<file path="src/rtl/ysyx_23060191_ifu.sv">
// Instruction fetch unit: owns the PC, keeps one instruction-memory read in
// flight, and parks each fetched word in a single-entry register until decode
// takes it. Redirects from execute win over everything else; a response that
// belongs to a PC abandoned by a redirect is marked stale and thrown away.
module ysyx_23060191_ifu #(
  parameter int               WIDTH    = 32,
  parameter logic [WIDTH-1:0] RESET_PC = 32'h8000_0000
) (
  input  logic             clk,
  input  logic             rst,
  input  logic             redirect_valid,
  input  logic [WIDTH-1:0] redirect_pc,
  output logic             imem_req,
  output logic [WIDTH-1:0] imem_addr,
  input  logic             imem_rvalid,
  input  logic [WIDTH-1:0] imem_rdata,
  output logic             inst_valid,
  input  logic             inst_ready,
  output logic [WIDTH-1:0] inst,
  output logic [WIDTH-1:0] inst_pc
);

  typedef enum logic [1:0] {S_REQ, S_WAIT, S_HOLD} state_e;

  state_e           state_q;
  logic [WIDTH-1:0] pc_q;
  logic             drop_q;
  logic [WIDTH-1:0] inst_q;
  logic [WIDTH-1:0] inst_pc_q;
  logic             inst_valid_q;
  logic [WIDTH-1:0] pc_inc_d;

  // Sequential PC; the add wraps naturally at 2^WIDTH.
  assign pc_inc_d = pc_q + WIDTH'(4);

  // Request is a pure function of state so memory sees it early in the cycle;
  // gated by rst so nothing issues while reset is held.
  assign imem_req   = (state_q == S_REQ) && !rst;
  assign imem_addr  = pc_q;
  assign inst_valid = inst_valid_q;
  assign inst       = inst_q;
  assign inst_pc    = inst_pc_q;

  // Fetch FSM: request -> wait for response -> hold for decode.
  always_ff @(posedge clk) begin
    if (rst) begin
      state_q      <= S_REQ;
      pc_q         <= RESET_PC;
      drop_q       <= 1'b0;
      inst_q       <= '0;
      inst_pc_q    <= '0;
      inst_valid_q <= 1'b0;
    end else begin
      case (state_q)
        S_REQ: begin
          // The request has already gone out; a redirect here only makes
          // its eventual response stale.
          state_q <= S_WAIT;
          if (redirect_valid) begin
            pc_q   <= redirect_pc;
            drop_q <= 1'b1;
          end
        end
        S_WAIT: begin
          if (imem_rvalid) begin
            if (redirect_valid || drop_q) begin
              // Response is for an abandoned PC; refetch from pc_q.
              drop_q  <= 1'b0;
              state_q <= S_REQ;
              if (redirect_valid) pc_q <= redirect_pc;
            end else begin
              inst_q       <= imem_rdata;
              inst_pc_q    <= pc_q;
              inst_valid_q <= 1'b1;
              state_q      <= S_HOLD;
            end
          end else if (redirect_valid) begin
            // Still waiting on the old response; remember to discard it.
            pc_q   <= redirect_pc;
            drop_q <= 1'b1;
          end
        end
        S_HOLD: begin
          if (redirect_valid) begin
            // A concurrent handshake still completes on the bus; only the
            // follow-on PC changes.
            pc_q         <= redirect_pc;
            inst_valid_q <= 1'b0;
            state_q      <= S_REQ;
          end else if (inst_ready) begin
            pc_q         <= pc_inc_d;
            inst_valid_q <= 1'b0;
            state_q      <= S_REQ;
          end
        end
        default: state_q <= S_REQ;
      endcase
    end
  end

endmodule

</file>
<file path="config.mk">
export PLATFORM = sky130hd
export DESIGN_NAME = ysyx_23060191_ifu
export DESIGN_NICKNAME = d
export VERILOG_FILES = /design/src/rtl/ysyx_23060191_ifu.sv
export SDC_FILE = /design/constraint.sdc
export NUM_CORES = 1
export LEC_CHECK = 0
export CAP_MARGIN = 20
export CORE_UTILIZATION = 44
export DETAILED_ROUTE_END_ITERATION = 8
export PLACE_DENSITY = 0.83
export RECOVER_POWER = 100
export SYNTH_ARGS = -nofsm -noshare
export SYNTH_HDL_FRONTEND = slang
export SYNTH_SLANG_ARGS = --single-unit
</file>
<file path="constraint.sdc">
create_clock -name clk -period 2.1 [get_ports clk]
set_input_delay 0.525 -clock clk [delete_from_list [all_inputs] [get_ports clk]]
set_output_delay 0.525 -clock clk [all_outputs]
set_load 0.02 [all_outputs]
</file>
==> qor.csv <==
metric,value,unit
via count,4897,
count of mapped cells out of synthesis,578,
crit path to,imem_addr[20],
TritonCTS Buffers,9,
post-synthesis async set-or-reset flop share,0,
leading cell types by total area after synthesis,"sky130_fd_sc_hd__dfxtp_1 45%, sky130_fd_sc_hd__nand2_1 14%, sky130_fd_sc_hd__a21oi_1 9.6%",
Congestion Overflow GR,0,
share of cells above drive strength 1,0.09922,
Critical R2R Capture,imem_addr[24],
TritonCTS clock tree,built,
Peak VDD IR,0.3764,mV
first-pass GRT wire length,21.76,mm
crit-path max cell delay,0.66,ns
effective utilization at floorplan,0.4534,
clock root buffer,sky130_fd_sc_hd__clkbuf_8,
final sum of negative setup slack,0,ns
total stage count of the critical path,1,
Starting DRT DRC Count,314,
Detail Placement HPWL,9.992,mm
die outline height,102.1,µm
number of instances on the worst hold path,2,
Std-Cell Core Area,0.009729,mm²
R2R Path Start,imem_addr[2],
fraction of the cycle the final worst path needs,0.9794,
share of the synthesized area in the top cell type,0.4538,
TritonCTS sink count,100,
critical path class,register to output pin,
slew at the pin with the worst max-slew slack,0.7584,ns
upper clock frequency limit,486.2,MHz
antenna-violating nets left,0,
gpl congestion,0.8829,
total iterations of the first detailed-routing run,7,
"Critical Path, Cell by Cell",clkdlybuf4s50_1,
Mapped Area,0.004412,mm²
P_leak,2.610,nW
Max Clock Skew,0.02196,ns
final hold vios,0,
Crit path max-delay family,buffers and inverters,
unrepaired setup endpoints after global routing,false,
Maximum Capacitance Violations,0,
launching element type of the critical path,register,
number of antenna cells inserted,0,
Post-DP Area,0.006506,mm²
number of setup violations in the final report,0,
post-layout utilization of the core,0.6808,
Synth Net Count,648,
final count of pins violating max slew,0,
buffers and inverters on the worst path,1,
Post-Synthesis Mean Instance Area,7.633,µm²
setup slack on the worst flop-to-flop path,0.15,ns
highest fanout seen on the critical path,7,
pwr/cell area,596.2,mW/mm²
area of all placed cells without fillers,0.006624,mm²
H-Tree Level Count,3,
number of enable flip-flop cells after synthesis,0,
origin of the worst setup path,imem_addr[20],
floorplan die width,102.1,µm
number of remaining DRC errors,0,
post-synthesis sequential area ratio,0.4538,
number of global-route vias before repair,4611,
leading register cell type out of synthesis,sky130_fd_sc_hd__dfxtp_1,
min Tclk post-route,2.057,ns
arrival time of data at the critical path endpoint,1.53,ns
drt wl/cell,15.33,µm
number of antenna violations at the first check in global routing,0,
"Net count, final",831,
GRT Util Overall,0.2646,
kind of end point of the critical path,output pin,
via-per-instance ratio,5.447,
P&R area growth vs syn,50.14,%
Rows,36,
io pins,167,
Hold/Removal Path Class,register to register,
IO buf count,166,
Syn. warnings,0,
largest area contributor in the netlist,sky130_fd_sc_hd__dfxtp_1,
outcome,"finished, final reports clean",
commonest cells in the netlist,"162 x sky130_fd_sc_hd__nand2_1, 100 x sky130_fd_sc_hd__dfxtp_1, 85 x sky130_fd_sc_hd__a21oi_1, 34 x sky130_fd_sc_hd__nor2_1, 31 x sky130_fd_sc_hd__clkbuf_1",
number of hold buffers added after CTS,0,
most frequently used cell type in the post-synthesis netlist,sky130_fd_sc_hd__nand2_1,
number of cell instances on the worst register-to-register path,7,
Max Root-Sink Buffers,2,
Critical-path top delay cell,sky130_fd_sc_hd__clkdlybuf4s50_1,
largest net degree at the start of global routing,70,
worst endpoint required time,1.57,ns
clock network latency to the later pin of the worst-skew pair,0.38,ns
total length of routed wires,13.78,mm
synthesis-stage register bit count,100,
headroom to the max-slew limit,0.4944,
number of unique standard cell types used by synthesis,52,
clock slew seen by the registers of the worst setup and hold paths,0.11,ns
total die area,0.01043,mm²
## power breakdown
group | leakage (nW) | switching, mW | internal, mW
sequential | 0.815 | 0.0815 | 1.97
combinational | 1.69 | 0.324 | 0.323
clock | 0.102 | 0.781 | 0.473
total | 2.61 | 1.19 | 2.76
## final cells by class
class | count | area [µm²]
inverter | 4 | 15.01
multi-input combinational | 429 | 2205
sequential | 100 | 2003
tap | 133 | 166.4
clock buffer | 9 | 123.9
timing repair buffer | 217 | 2032
fill | 814 | 3105
clock inverter | 7 | 78.83
## sequential cells by signal, indices dropped and copies added, names as in the netlist
signal	cells
imem_addr	32
inst	32
inst_pc	32
state_q	2
drop_q	1
inst_valid	1
## routing by layer
metal  GRT usage  part of all wire  wire (µm)
met1      0.3132              0.40       5532
met2      0.4739              0.51       6996
met3     0.05951             0.074       1016
met4     0.08352             0.017        237
met5           0                 0          0
## logic make-up after synthesis
kind of cell / count (synthesis) / share of synthesized area
AND/OR/NAND/NOR: 282 / 0.3001
AO/OA/AOI/OAI: 142 / 0.1869
flip-flops: 100 / 0.4538
buffers and inverters: 49 / 0.04708
multiplexers: 4 / 0.009359
adder cells (fa/ha/maj): 1 / 0.002836
## worst min path at each step
| stage | startpoint | to |
|---|---|---|
| 3_5_place_dp | inst_pc[31] | inst_pc[31] |
| 6_report | inst[13] | inst[13] |
| 5_1_grt | inst_pc[16] | inst_pc[16] |
| 4_1_cts | inst_pc[3] | inst_pc[3] |
| 2_1_floorplan | drop_q | drop_q |
| 3_3_place_gp | inst[1] | inst[1] |
## layout by cell type, fill, tap and decap left out, types with 5 or more instances in the layout
master,n
sky130_fd_sc_hd__and4_1,6
sky130_fd_sc_hd__nor2_1,34
sky130_fd_sc_hd__and3_1,12
sky130_fd_sc_hd__o31ai_1,5
sky130_fd_sc_hd__o21ai_0,12
sky130_fd_sc_hd__dlygate4sd3_1,71
sky130_fd_sc_hd__buf_4,34
sky130_fd_sc_hd__o22ai_1,6
sky130_fd_sc_hd__a31oi_1,8
sky130_fd_sc_hd__nand4_1,6
sky130_fd_sc_hd__clkbuf_1,10
sky130_fd_sc_hd__clkbuf_8,9
sky130_fd_sc_hd__nand2_1,162
sky130_fd_sc_hd__nand3_1,15
sky130_fd_sc_hd__nor3_1,16
sky130_fd_sc_hd__dfxtp_1,99
sky130_fd_sc_hd__or3_1,5
sky130_fd_sc_hd__nor4_1,7
sky130_fd_sc_hd__clkdlybuf4s50_1,86
sky130_fd_sc_hd__a21oi_1,84
## worst min-delay path: stages, from the launching register on
cell                      delay (ns)
sky130_fd_sc_hd__dfxtp_1        0.32
sky130_fd_sc_hd__nand2_1        0.05
sky130_fd_sc_hd__a21oi_1        0.05
## through the flow
| step | hold WS [ns] | worst slack (ns) | std cells | total power [mW] |
|---|---|---|---|---|
| global route | 0.4753 | 0.003645 | 899 | 4.089 |
| finish | 0.4567 | 0.04317 | 899 | 3.949 |
| global placement | 0.4401 | -0.2639 | 882 | 2.748 |
| floorplan | 0.4750 | 0.1449 | 578 | 2.377 |
| detailed placement | 0.4467 | -0.3205 | 882 | 2.769 |
| CTS | 0.4622 | 0.009510 | 898 | 3.990 |
## what timing repair did
item,CTS,global route
setup endpoints to repair,4,13
endpoints found under the hold margin,0,0
pin swaps,0,1
setup buffers,0,1
resized for setup,4,5
No activity file was read; power rests on OpenSTA's default activity.
